--- src/rtl/reload_down_timer.sv ---
// reload_down_timer: programmable down-counting timer with a valid/ready
// reload port and auto-reload on terminal count. It emits a one-cycle
// expire pulse at the end of every period.
//
// Optional feature macro: RELOAD_TIMER_EXPCNT_EN. When it is defined, the
// block adds an 8-bit saturating count of expire pulses (expire_cnt_o).
// The count clears on every accepted load.

module reload_down_timer #(
    parameter int WIDTH = 4  // legal range 2..16
) (
    input  logic             clk,
    input  logic             reset_n,
    input  logic             load_valid_i,
    output logic             load_ready_o,
    input  logic [WIDTH-1:0] load_val_i,
    input  logic             start_i,
    input  logic             stop_i,
    output logic [WIDTH-1:0] count_o,
    output logic             expire_o,
    output logic             busy_o
`ifdef RELOAD_TIMER_EXPCNT_EN
    ,
    output logic [7:0]       expire_cnt_o
`endif
);

    typedef enum logic [1:0] {
        ST_IDLE  = 2'd0,  // never loaded since reset
        ST_ARMED = 2'd1,  // holds a period, paused
        ST_RUN   = 2'd2   // counting down
    } state_t;

    state_t           state_q;
    logic [WIDTH-1:0] count_q;
    logic [WIDTH-1:0] reload_q;

    logic load_accept;
    logic go;
    logic at_zero;

    // A load is taken only while not running; stop overrides start.
    assign load_accept = load_valid_i && (state_q != ST_RUN);
    assign go          = start_i && !stop_i;
    assign at_zero     = (count_q == '0);

    // Outputs decode registered state only, so no input reaches an output combinationally.
    assign load_ready_o = (state_q != ST_RUN);
    assign busy_o       = (state_q == ST_RUN);
    assign expire_o     = (state_q == ST_RUN) && at_zero;
    assign count_o      = count_q;

    // Main FSM: loads, start/stop handling, decrement and auto-reload.
    always_ff @(posedge clk or negedge reset_n) begin
        if (!reset_n) begin
            state_q  <= ST_IDLE;
            count_q  <= '0;
            reload_q <= '0;
        end else begin
            // NOTE: sequential state uses non-blocking assignments so every
            // register samples the pre-edge values, independent of statement order.
            unique case (state_q)
                ST_IDLE: begin
                    // start/stop are ignored here; only a load moves on.
                    if (load_accept) begin
                        reload_q <= load_val_i;
                        count_q  <= load_val_i;
                        state_q  <= go ? ST_RUN : ST_ARMED;
                    end
                end
                ST_ARMED: begin
                    if (load_accept) begin
                        reload_q <= load_val_i;
                        count_q  <= load_val_i;
                        state_q  <= go ? ST_RUN : ST_ARMED;
                    end else if (go) begin
                        // Resume from the held count; no reload on resume.
                        state_q <= ST_RUN;
                    end
                end
                ST_RUN: begin
                    // The count update happens even on the edge that stops.
                    if (at_zero) begin
                        count_q <= reload_q;
                    end else begin
                        count_q <= count_q - 1'b1;
                    end
                    if (stop_i) begin
                        state_q <= ST_ARMED;
                    end
                end
                default: begin
                    state_q <= ST_IDLE;
                end
            endcase
        end
    end

`ifdef RELOAD_TIMER_EXPCNT_EN
    logic [7:0] expire_cnt_q;

    // Saturating expire-pulse counter, cleared by every accepted load.
    always_ff @(posedge clk or negedge reset_n) begin
        if (!reset_n) begin
            expire_cnt_q <= 8'd0;
        end else if (load_accept) begin
            expire_cnt_q <= 8'd0;
        end else if (expire_o && (expire_cnt_q != 8'hFF)) begin
            expire_cnt_q <= expire_cnt_q + 8'd1;
        end
    end

    assign expire_cnt_o = expire_cnt_q;
`endif

endmodule

--- config.mk ---
export PLATFORM = sky130hd
export DESIGN_NAME = reload_down_timer
export DESIGN_NICKNAME = d
export VERILOG_FILES = /design/src/rtl/reload_down_timer.sv
export SDC_FILE = /design/constraint.sdc
export NUM_CORES = 1
export LEC_CHECK = 0
export ABC_CLOCK_PERIOD_IN_PS = 1640
export CAP_MARGIN = 20
export CORE_AREA = 2 2 39 41
export DETAILED_ROUTE_END_ITERATION = 8
export DIE_AREA = 0 0 41 43
export PLACE_DENSITY = 0.68
export SETUP_SLACK_MARGIN = 0.4
export SLEW_MARGIN = 20
export SYNTH_ARGS = -nofsm -noshare
export SYNTH_HDL_FRONTEND = slang
export SYNTH_SLANG_ARGS = --single-unit
--- constraint.sdc ---
create_clock -name clk -period 1.64 [get_ports clk]
set_clock_uncertainty 0.2 [all_clocks]
set_input_delay 0.328 -clock clk [delete_from_list [all_inputs] [get_ports clk]]
set_output_delay 0.328 -clock clk [all_outputs]
set_load 0.02 [all_outputs]
==> reports/results.ini, run 1 <==
[power_and_ir_drop]
pwr-share-clk = 0.192
p_int_w = 0.000776
power_switching_w = 0.000393
switching_share = 0.336
p_leak_nw = 0.501
seq_power_share = 0.291
powerDensity_nw_per_um2 = 1100
p_comb_frac = 0.517
peakVddDrop_v = 0.000740

[critical_path]
endpoint_kind = primary output
crit_required_ns = 1.11
path_class = reg2out
crit_arrival_ns = 1.35
start_kind = register
worstPathMaxFanout = 2

[sta]
hold_viol = 0
fmax_mhz = 534
rsz0062_at_grt = yes
setup_violations = 4
period_needed_ns = 1.87
worst_pin_slew_ns = 0.474
fin_crit_sh = 1.14
relSlewSlack = 0.683
slew_viol_final = 0
hold_ws_ns = 0.181
worst_slack_ns = -0.233

[finish]
num_antenna_cells = 0
area_delta_synth_final_pct = 91.9
final_cell_area_sq_um = 1060
layout-drive-gt1-share = 0.529
layout_common_cells = buf_6 (21), nand2_1 (13), buf_4 (12), dfrtp_1 (8), clkdlybuf4s50_1 (7)
fin_cells = 118
nets = 113
final_common_cell = buf_6

[logic_synthesis]
synth-seq-cells = 10
synthArstFlopShare = 1.00
synthCells = 58
ys_warn_count = 0
yosysSeqAreaShare = 0.451
ys_types = 25
synth_enable_flop_cells = 0
syn_area_per_cell_sq_um = 9.56
syn_area_sq_um = 554
synth_top_flop_cell = dfrtp_1
syn-num-nets = 68

[die]
rows = 14
die_h_microns = 43
die_x_microns = 41
die_area_sq_um = 1760
core_area_sq_um = 1380
initial_utilization = 0.401
ioPinCount = 16

[clock_tree]
h-tree-depth = 1
cts_sinks = 10
clock_latency_ns = 0.27
cts_buffers = 3
clk_pin_slew_ns = 0.07
cts_buffer_depth = 2
clk_root_buffer_cell = clkbuf_4
cts_tree = yes

[global_routing]
grt_max_degree = 11
overflow = 0
grt_pass1_wl_microns = 2500
antenna_found_initial = 0
grtUsageTotal = 0.214
first_global_vias = 582

[routing]
ant_nets = 0
viasPerCell = 4.99
drc = 0
routed-via-count = 589
dr.pass1.iters = 4
wl_per_cell_microns = 14.6
drtIter0Drc = 8
routed_wl_microns = 1720

[outcome]
status = complete, but fails checks
violations = setup timing

[placement]
dp_hpwl_microns = 1050
place.gp.congestion = 0.738
port_buffers = 15
dp_worst_setup_slack_ns = -0.397
dpl.cell_count = 103
placed_area_sq_um = 851

[flow_run]
timing.max_cap.violations = 0

[min_path]
min_path_type = in2async

==> state kept, by name, summed over array words and instances, names as in the netlist <==
name / flops
reload_q: 4
count_o: 4
state_q: 2
==> per-layer routing <==
layer,GRT usage,wire length (microns),share of wire
met2,0.366,986,0.57
met1,0.243,650,0.38
met4,0.100,10,0.0058
met5,0,0,0
met3,0.0314,69,0.040
==> repair_timing <==
action / in CTS / in global routing
resized for setup: 55 / 11
endpoints found under the setup margin: 17 / 17
hold buffers: 0 / 0
setup buffers: 9 / 2
pin swaps: 7 / 4
==> layout make-up <==
class                   count  area, sq um
repair buffers             41          405
multi-input cells          42          328
fillers                    96          320
flip-flops and latches     10          253
clock buffers               4         36.3
inverters                   5         21.3
well taps                  16         20.0
==> synth_stat cells (2+ instances only) <==
| cell | instances | area (sq um) |
|---|---|---|
| nand2_1 | 13 | 48.8 |
| mux2i_1 | 3 | 30.0 |
| mux2_1 | 2 | 22.5 |
| o22ai_1 | 2 | 12.5 |
| inv_1 | 4 | 15.0 |
| nor2_1 | 3 | 11.3 |
| dfrtp_1 | 10 | 250 |
| a21oi_1 | 4 | 20.0 |
==> power groups by stage <==
| stage | Sequential, W | Combinational [W] | Clock, W |
|---|---|---|---|
| global placement | 0.000337 | 0.000434 | 0 |
| floorplan | 0.000385 | 0.000184 | 0 |
| CTS | 0.000335 | 0.000537 | 0.000227 |
| detailed placement | 0.000340 | 0.000445 | 0 |
| global route | 0.000347 | 0.000653 | 0.000236 |
| finish | 0.000341 | 0.000605 | 0.000224 |
==> critical path, cell delays in order, from the launching register on <==
cell and delay (ns):
dfrtp_2 0.42, inv_2 0.09, ha_4 0.13, nor3b_4 0.18, and2_4 0.16, buf_6 0.10
==> metrics by stage <==
step,TNS [ns],utilization,power (W)
2_1_floorplan,-0.00962,-,0.000568
3_3_place_gp,-1.01,0.615,0.000771
3_5_place_dp,-1.23,0.615,0.000785
4_1_cts,-0.218,0.725,0.00110
5_1_grt,-0.588,0.769,0.00124
6_report,-0.341,0.769,0.00117
==> kinds of logic after synthesis <==
family                     Yosys count  synth area share
and+or+nand+nor                     23             0.221
muxes                                5            0.0948
buffers and inverters                6            0.0429
AOI/OAI and AO/OA                   13             0.167
adders and majority gates            1            0.0226
DFF                                 10             0.451
==> worst paths after layout <==
kind,slack (ns),depth (start not counted),start,to
worst max-delay path,-0.23,5,count_o[0],expire_o
worst min-delay path,0.18,1,reset_n,count_o[3]
worst max register to register,-0.02,7,count_o[0],count_o[0]
worst min register to register,0.29,2,reload_q[2],reload_q[2]
max in group asynchronous,0.71,1,reset_n,count_o[1]
min in group clk,0.29,2,reload_q[2],reload_q[2]
(Power assumes the default switching activity.)
==> run 2: changes to the inputs <==
--- a/config.mk
+++ b/config.mk
@@ -8,6 +8,7 @@
 export ABC_CLOCK_PERIOD_IN_PS = 1640
 export CAP_MARGIN = 20
 export CORE_AREA = 2 2 39 41
+export CTS_BUF_LIST = sky130_fd_sc_hd__clkbuf_8
 export DETAILED_ROUTE_END_ITERATION = 8
 export DIE_AREA = 0 0 41 43
 export PLACE_DENSITY = 0.68
==> run 2 against run 1 <==
Compared with the run above:
- the flow still finishes with violations (setup timing)
- flip-flop and latch count unchanged
- core utilization up 0.99 points
- maximum frequency up 2.3%
- cell area up 1.3%
- first-iteration DRC count down 38%
- via count unchanged
- cell count unchanged
- hold slack better by 0.035 ns
- critical endpoint unchanged
- highest routed layer unchanged
==> reports/results.ini, run 2 (same netlist as run 1, synthesis figures left out) <==
[sta]
worst_pin_slew_ns = 0.473
rsz0062_at_grt = yes
hold_viol = 0
fmax_mhz = 546
slew_viol_final = 0
relSlewSlack = 0.684
fin_crit_sh = 1.12
period_needed_ns = 1.83
worst_slack_ns = -0.191
setup_violations = 2

[routing]
wl_per_cell_microns = 14.9
dr.pass1.iters = 4
drc = 0
viasPerCell = 4.99
routed-via-count = 589
ant_nets = 0
drtIter0Drc = 5
routed_wl_microns = 1760

[placement]
dp_worst_setup_slack_ns = -0.397
place.gp.congestion = 0.738
dp_hpwl_microns = 1050
port_buffers = 15
placed_area_sq_um = 851

[global_routing]
overflow = 0
grtUsageTotal = 0.226
first_global_vias = 588
grt_max_degree = 11
antenna_found_initial = 0
grt_pass1_wl_microns = 2620

[power_and_ir_drop]
powerDensity_nw_per_um2 = 1170
finalPower_w = 0.00126
p_leak_nw = 0.507
peakVddDrop_v = 0.000797

[min_path]
min_path_type = in2async

[critical_path]
path_class = reg2out
crit_arrival_ns = 1.30
critPathMaxStageDelay_ns = 0.41
worstPathMaxFanout = 2
critical_path.cell_chain = inv_2 -> ha_4 -> nor3b_4 -> and2_4 -> buf_6
r2r_cells = 7
start_kind = register
crit_required_ns = 1.11
endpoint_kind = primary output
cp_slowest_cell = dfrtp_2

[clock_tree]
cts_sinks = 10
hold_buffers = 0
cts_tree = yes
cts_buffer_depth = 2
clock_latency_ns = 0.24
clk_root_buffer_cell = clkbuf_8
clk_pin_slew_ns = 0.05
cts_buffers = 3
h-tree-depth = 1

[die]
core_area_sq_um = 1380
initial_utilization = 0.401
die_x_microns = 41
rows = 14
die_area_sq_um = 1760
die_h_microns = 43
ioPinCount = 16

[outcome]
status = complete, but fails checks
violations = setup timing

[finish]
num_antenna_cells = 0
post-route-util = 0.778
layout-drive-gt1-share = 0.520
final_common_cell = buf_6
final_cell_area_sq_um = 1080
area_delta_synth_final_pct = 94.4
layout_common_cells = buf_6 (20), nand2_1 (13), buf_4 (13), dfrtp_1 (8), clkdlybuf4s50_1 (7)
nets = 113

[flow_run]
timing.max_cap.violations = 0

## run 2: report_power, final
part	total (W)	internal [W]	switching, W
sequential	0.000342	0.000298	0.0000432
combinational	0.000606	0.000343	0.000264
clock	0.000311	0.000211	0.0000999
## run 2: routing by layer
metal,track usage,wire length [microns],share of wire,vias up
met5,0,0,0,-
met4,0.100,29,0.016,0
met3,0.0471,60,0.034,5
met2,0.375,1010,0.57,15
met1,0.263,657,0.37,280
li1,-,-,-,289
## run 2: through the flow
step | instances | hold WS [ns] | TNS [ns]
after floorplan | 58 | -0.168 | -0.00962
after global placement | 103 | 0.267 | -1.01
after detailed placement | 103 | 0.268 | -1.23
after CTS | 117 | 0.233 | -0.172
after global routing | 118 | 0.259 | -0.383
final | 118 | 0.216 | -0.203
## run 2: worst max-delay path: cells and delay by family, from the launching register on
kind	cells	cell delay, ns
flip-flops	1	0.41
AND/OR/NAND/NOR	2	0.34
buffers and inverters	2	0.18
adder cells (fa/ha/maj)	1	0.13
## run 2: what timing repair did
action	in CTS	in global routing
gates resized for setup	55	9
pin swaps	8	4
endpoints found under the setup margin	17	17
buffers inserted	10	1
## run 2: path summary, 6_finish.rpt
path,from,end,slack [ns]
min in group clk,reload_q[2],reload_q[2],0.28
max in group asynchronous,reset_n,count_o[0],0.68
min reg2reg,reload_q[2],reload_q[2],0.28
max reg2reg,count_o[0],count_o[0],-0.01
max,count_o[0],expire_o,-0.19
min,reset_n,reload_q[2],0.22
## run 2: cell type report
class | count | area [sq um]
Inverter | 5 | 21.3
Sequential cell | 10 | 253
Timing Repair Buffer | 41 | 403
Tap cell | 16 | 20.0
Fill cell | 89 | 307
Multi-Input combinational cell | 42 | 325
Clock buffer | 4 | 55.1
==> run 3: changes to the inputs <==
--- a/config.mk
+++ b/config.mk
@@ -12,7 +12,7 @@
 export DETAILED_ROUTE_END_ITERATION = 8
 export DIE_AREA = 0 0 41 43
 export PLACE_DENSITY = 0.68
-export SETUP_SLACK_MARGIN = 0.4
+export SETUP_SLACK_MARGIN = 0.1
 export SLEW_MARGIN = 20
 export SYNTH_ARGS = -nofsm -noshare
 export SYNTH_HDL_FRONTEND = slang
==> run 3 against run 2 <==
Compared with the run above:
- the flow still finishes with violations (setup timing)
- flip-flop and latch count unchanged
- maximum frequency increased by 1.1%
- routed wire length decreased by 30%
- die area unchanged
- core utilization fell by 15 points
- sequential share of layout area increased by 5.8 points
- clock power down 18%
- combinational power is 32% lower
- critical path depth unchanged
==> reports/results.ini, run 3 (same netlist as run 1, synthesis figures left out) <==
[critical_path]
rrSetupSlack_ns = 0.09
path_delay_family = flip-flops
path_buf_inv = 2
critPathMaxStageDelay_ns = 0.40
critical_path.cell_chain = inv_2 -> ha_4 -> nor3b_4 -> and2_4 -> buf_6
path_class = reg2out
crit_arrival_ns = 1.28
crit_required_ns = 1.11
cp_slowest_cell = dfrtp_2
start_kind = register
worstPathMaxFanout = 2
endpoint_kind = primary output

[flow_run]
timing.max_cap.violations = 0

[clock_tree]
h-tree-depth = 1
cts_buffer_depth = 2
cts_buffers = 3
clk_root_buffer_cell = clkbuf_8
cts_sinks = 10
clk_pin_slew_ns = 0.05
clock_latency_ns = 0.23
hold_buffers = 0
cts_tree = yes

[sta]
hold_viol = 0
setup_violations = 1
rsz0062_at_grt = yes
fmax_mhz = 552
worst_slack_ns = -0.171
period_needed_ns = 1.81
relSlewSlack = 0.708
tns_ns = -0.171
slew_viol_final = 0
hold_ws_ns = 0.204
worst_pin_slew_ns = 0.437
fin_crit_sh = 1.10

[global_routing]
first_global_vias = 481
grt_max_degree = 11
overflow = 0
grtUsageTotal = 0.174
grt_pass1_wl_microns = 2000
antenna_found_initial = 0

[routing]
routed-wl-met2_microns = 598
route.met3.wl_microns = 72
viasPerCell = 4.93
top_layer_used = met4
ant_nets = 0
routed-via-count = 518
drtIter0Drc = 3
dr.pass1.iters = 4
routed_wl_microns = 1230
drc = 0
wl_per_cell_microns = 11.7
drt-met1-wl_microns = 534

[power_and_ir_drop]
finalPower_w = 0.000997
peakVddDrop_v = 0.000698
powerDensity_nw_per_um2 = 1150
p_leak_nw = 0.408

[die]
initial_utilization = 0.401
core_area_sq_um = 1380
die_h_microns = 43
die_x_microns = 41
rows = 14
ioPinCount = 16
die_area_sq_um = 1760

[finish]
final_cell_area_sq_um = 865
layout-drive-gt1-share = 0.371
layout_common_cells = nand2_1 (13), buf_4 (12), dfrtp_1 (8), clkdlybuf4s50_1 (7)
num_antenna_cells = 0
final_common_cell = nand2_1
area_delta_synth_final_pct = 56.0
nFillCells = 127
post-route-util = 0.625
nets = 100

[placement]
placed_area_sq_um = 818
port_buffers = 15
dp_hpwl_microns = 939
place.gp.congestion = 0.748

[outcome]
status = complete, but fails checks
violations = setup timing

[min_path]
min_path_type = in2async

## run 3: cell type report
| cell class | instances | area, sq um | share of cell area |
|---|---|---|---|
| clock buffers | 3 | 41.3 | 0.0478 |
| clock inverters | 1 | 3.75 | 0.00434 |
| inverters | 5 | 18.8 | 0.0217 |
| multi-input cells | 42 | 294 | 0.340 |
| flip-flops and latches | 10 | 253 | 0.292 |
| well taps | 16 | 20.0 | 0.0232 |
| repair buffers | 28 | 234 | 0.271 |
## run 3: worst paths after layout
| check | startpoint | end | cells after the start |
|---|---|---|---|
| setup / recovery | count_o[0] | expire_o | 5 |
| hold / removal | reset_n | reload_q[1] | 1 |
| setup reg to reg | count_o[0] | count_o[0] | 6 |
| hold reg to reg | reload_q[2] | reload_q[2] | 2 |
| max in group asynchronous | reset_n | count_o[0] | 1 |
| min in group clk | reload_q[2] | reload_q[2] | 2 |
## run 3: through the flow
step / setup WS [ns] / cells
floorplan: -0.00962 / 58
global placement: -0.365 / 99
detailed placement: -0.404 / 99
CTS: -0.188 / 104
global route: -0.233 / 105
finish: -0.171 / 105
## run 3: worst register-to-register path: cells and delay by family, from the launching register on
kind	cells	cell delay, ns
adders and majority gates	1	0.12
buffers and inverters	2	0.23
DFF	1	0.40
AOI/OAI and AO/OA	1	0.08
and+or+nand+nor	1	0.18
muxes	1	0.21
## run 3: metal layers
layer	GRT usage	vias to the layer above
li1	-	263
met1	0.221	241
met2	0.241	12
met3	0.0366	2
met4	0.140	0
met5	0	-
## run 3: report_power, final
part	switching [W]	internal, W	leakage, nW
registers	0.0000345	0.000298	0.118
clock network	0.0000910	0.000163	0.0269
logic	0.000200	0.000209	0.263
total	0.000326	0.000671	0.408
## run 3: timing repair
item	in CTS	in global routing
setup endpoints to repair	9	5
gates resized for setup	34	2
pin swaps	1	0
hold endpoints to repair	0	0
cloned	0	0
buffers inserted	2	1
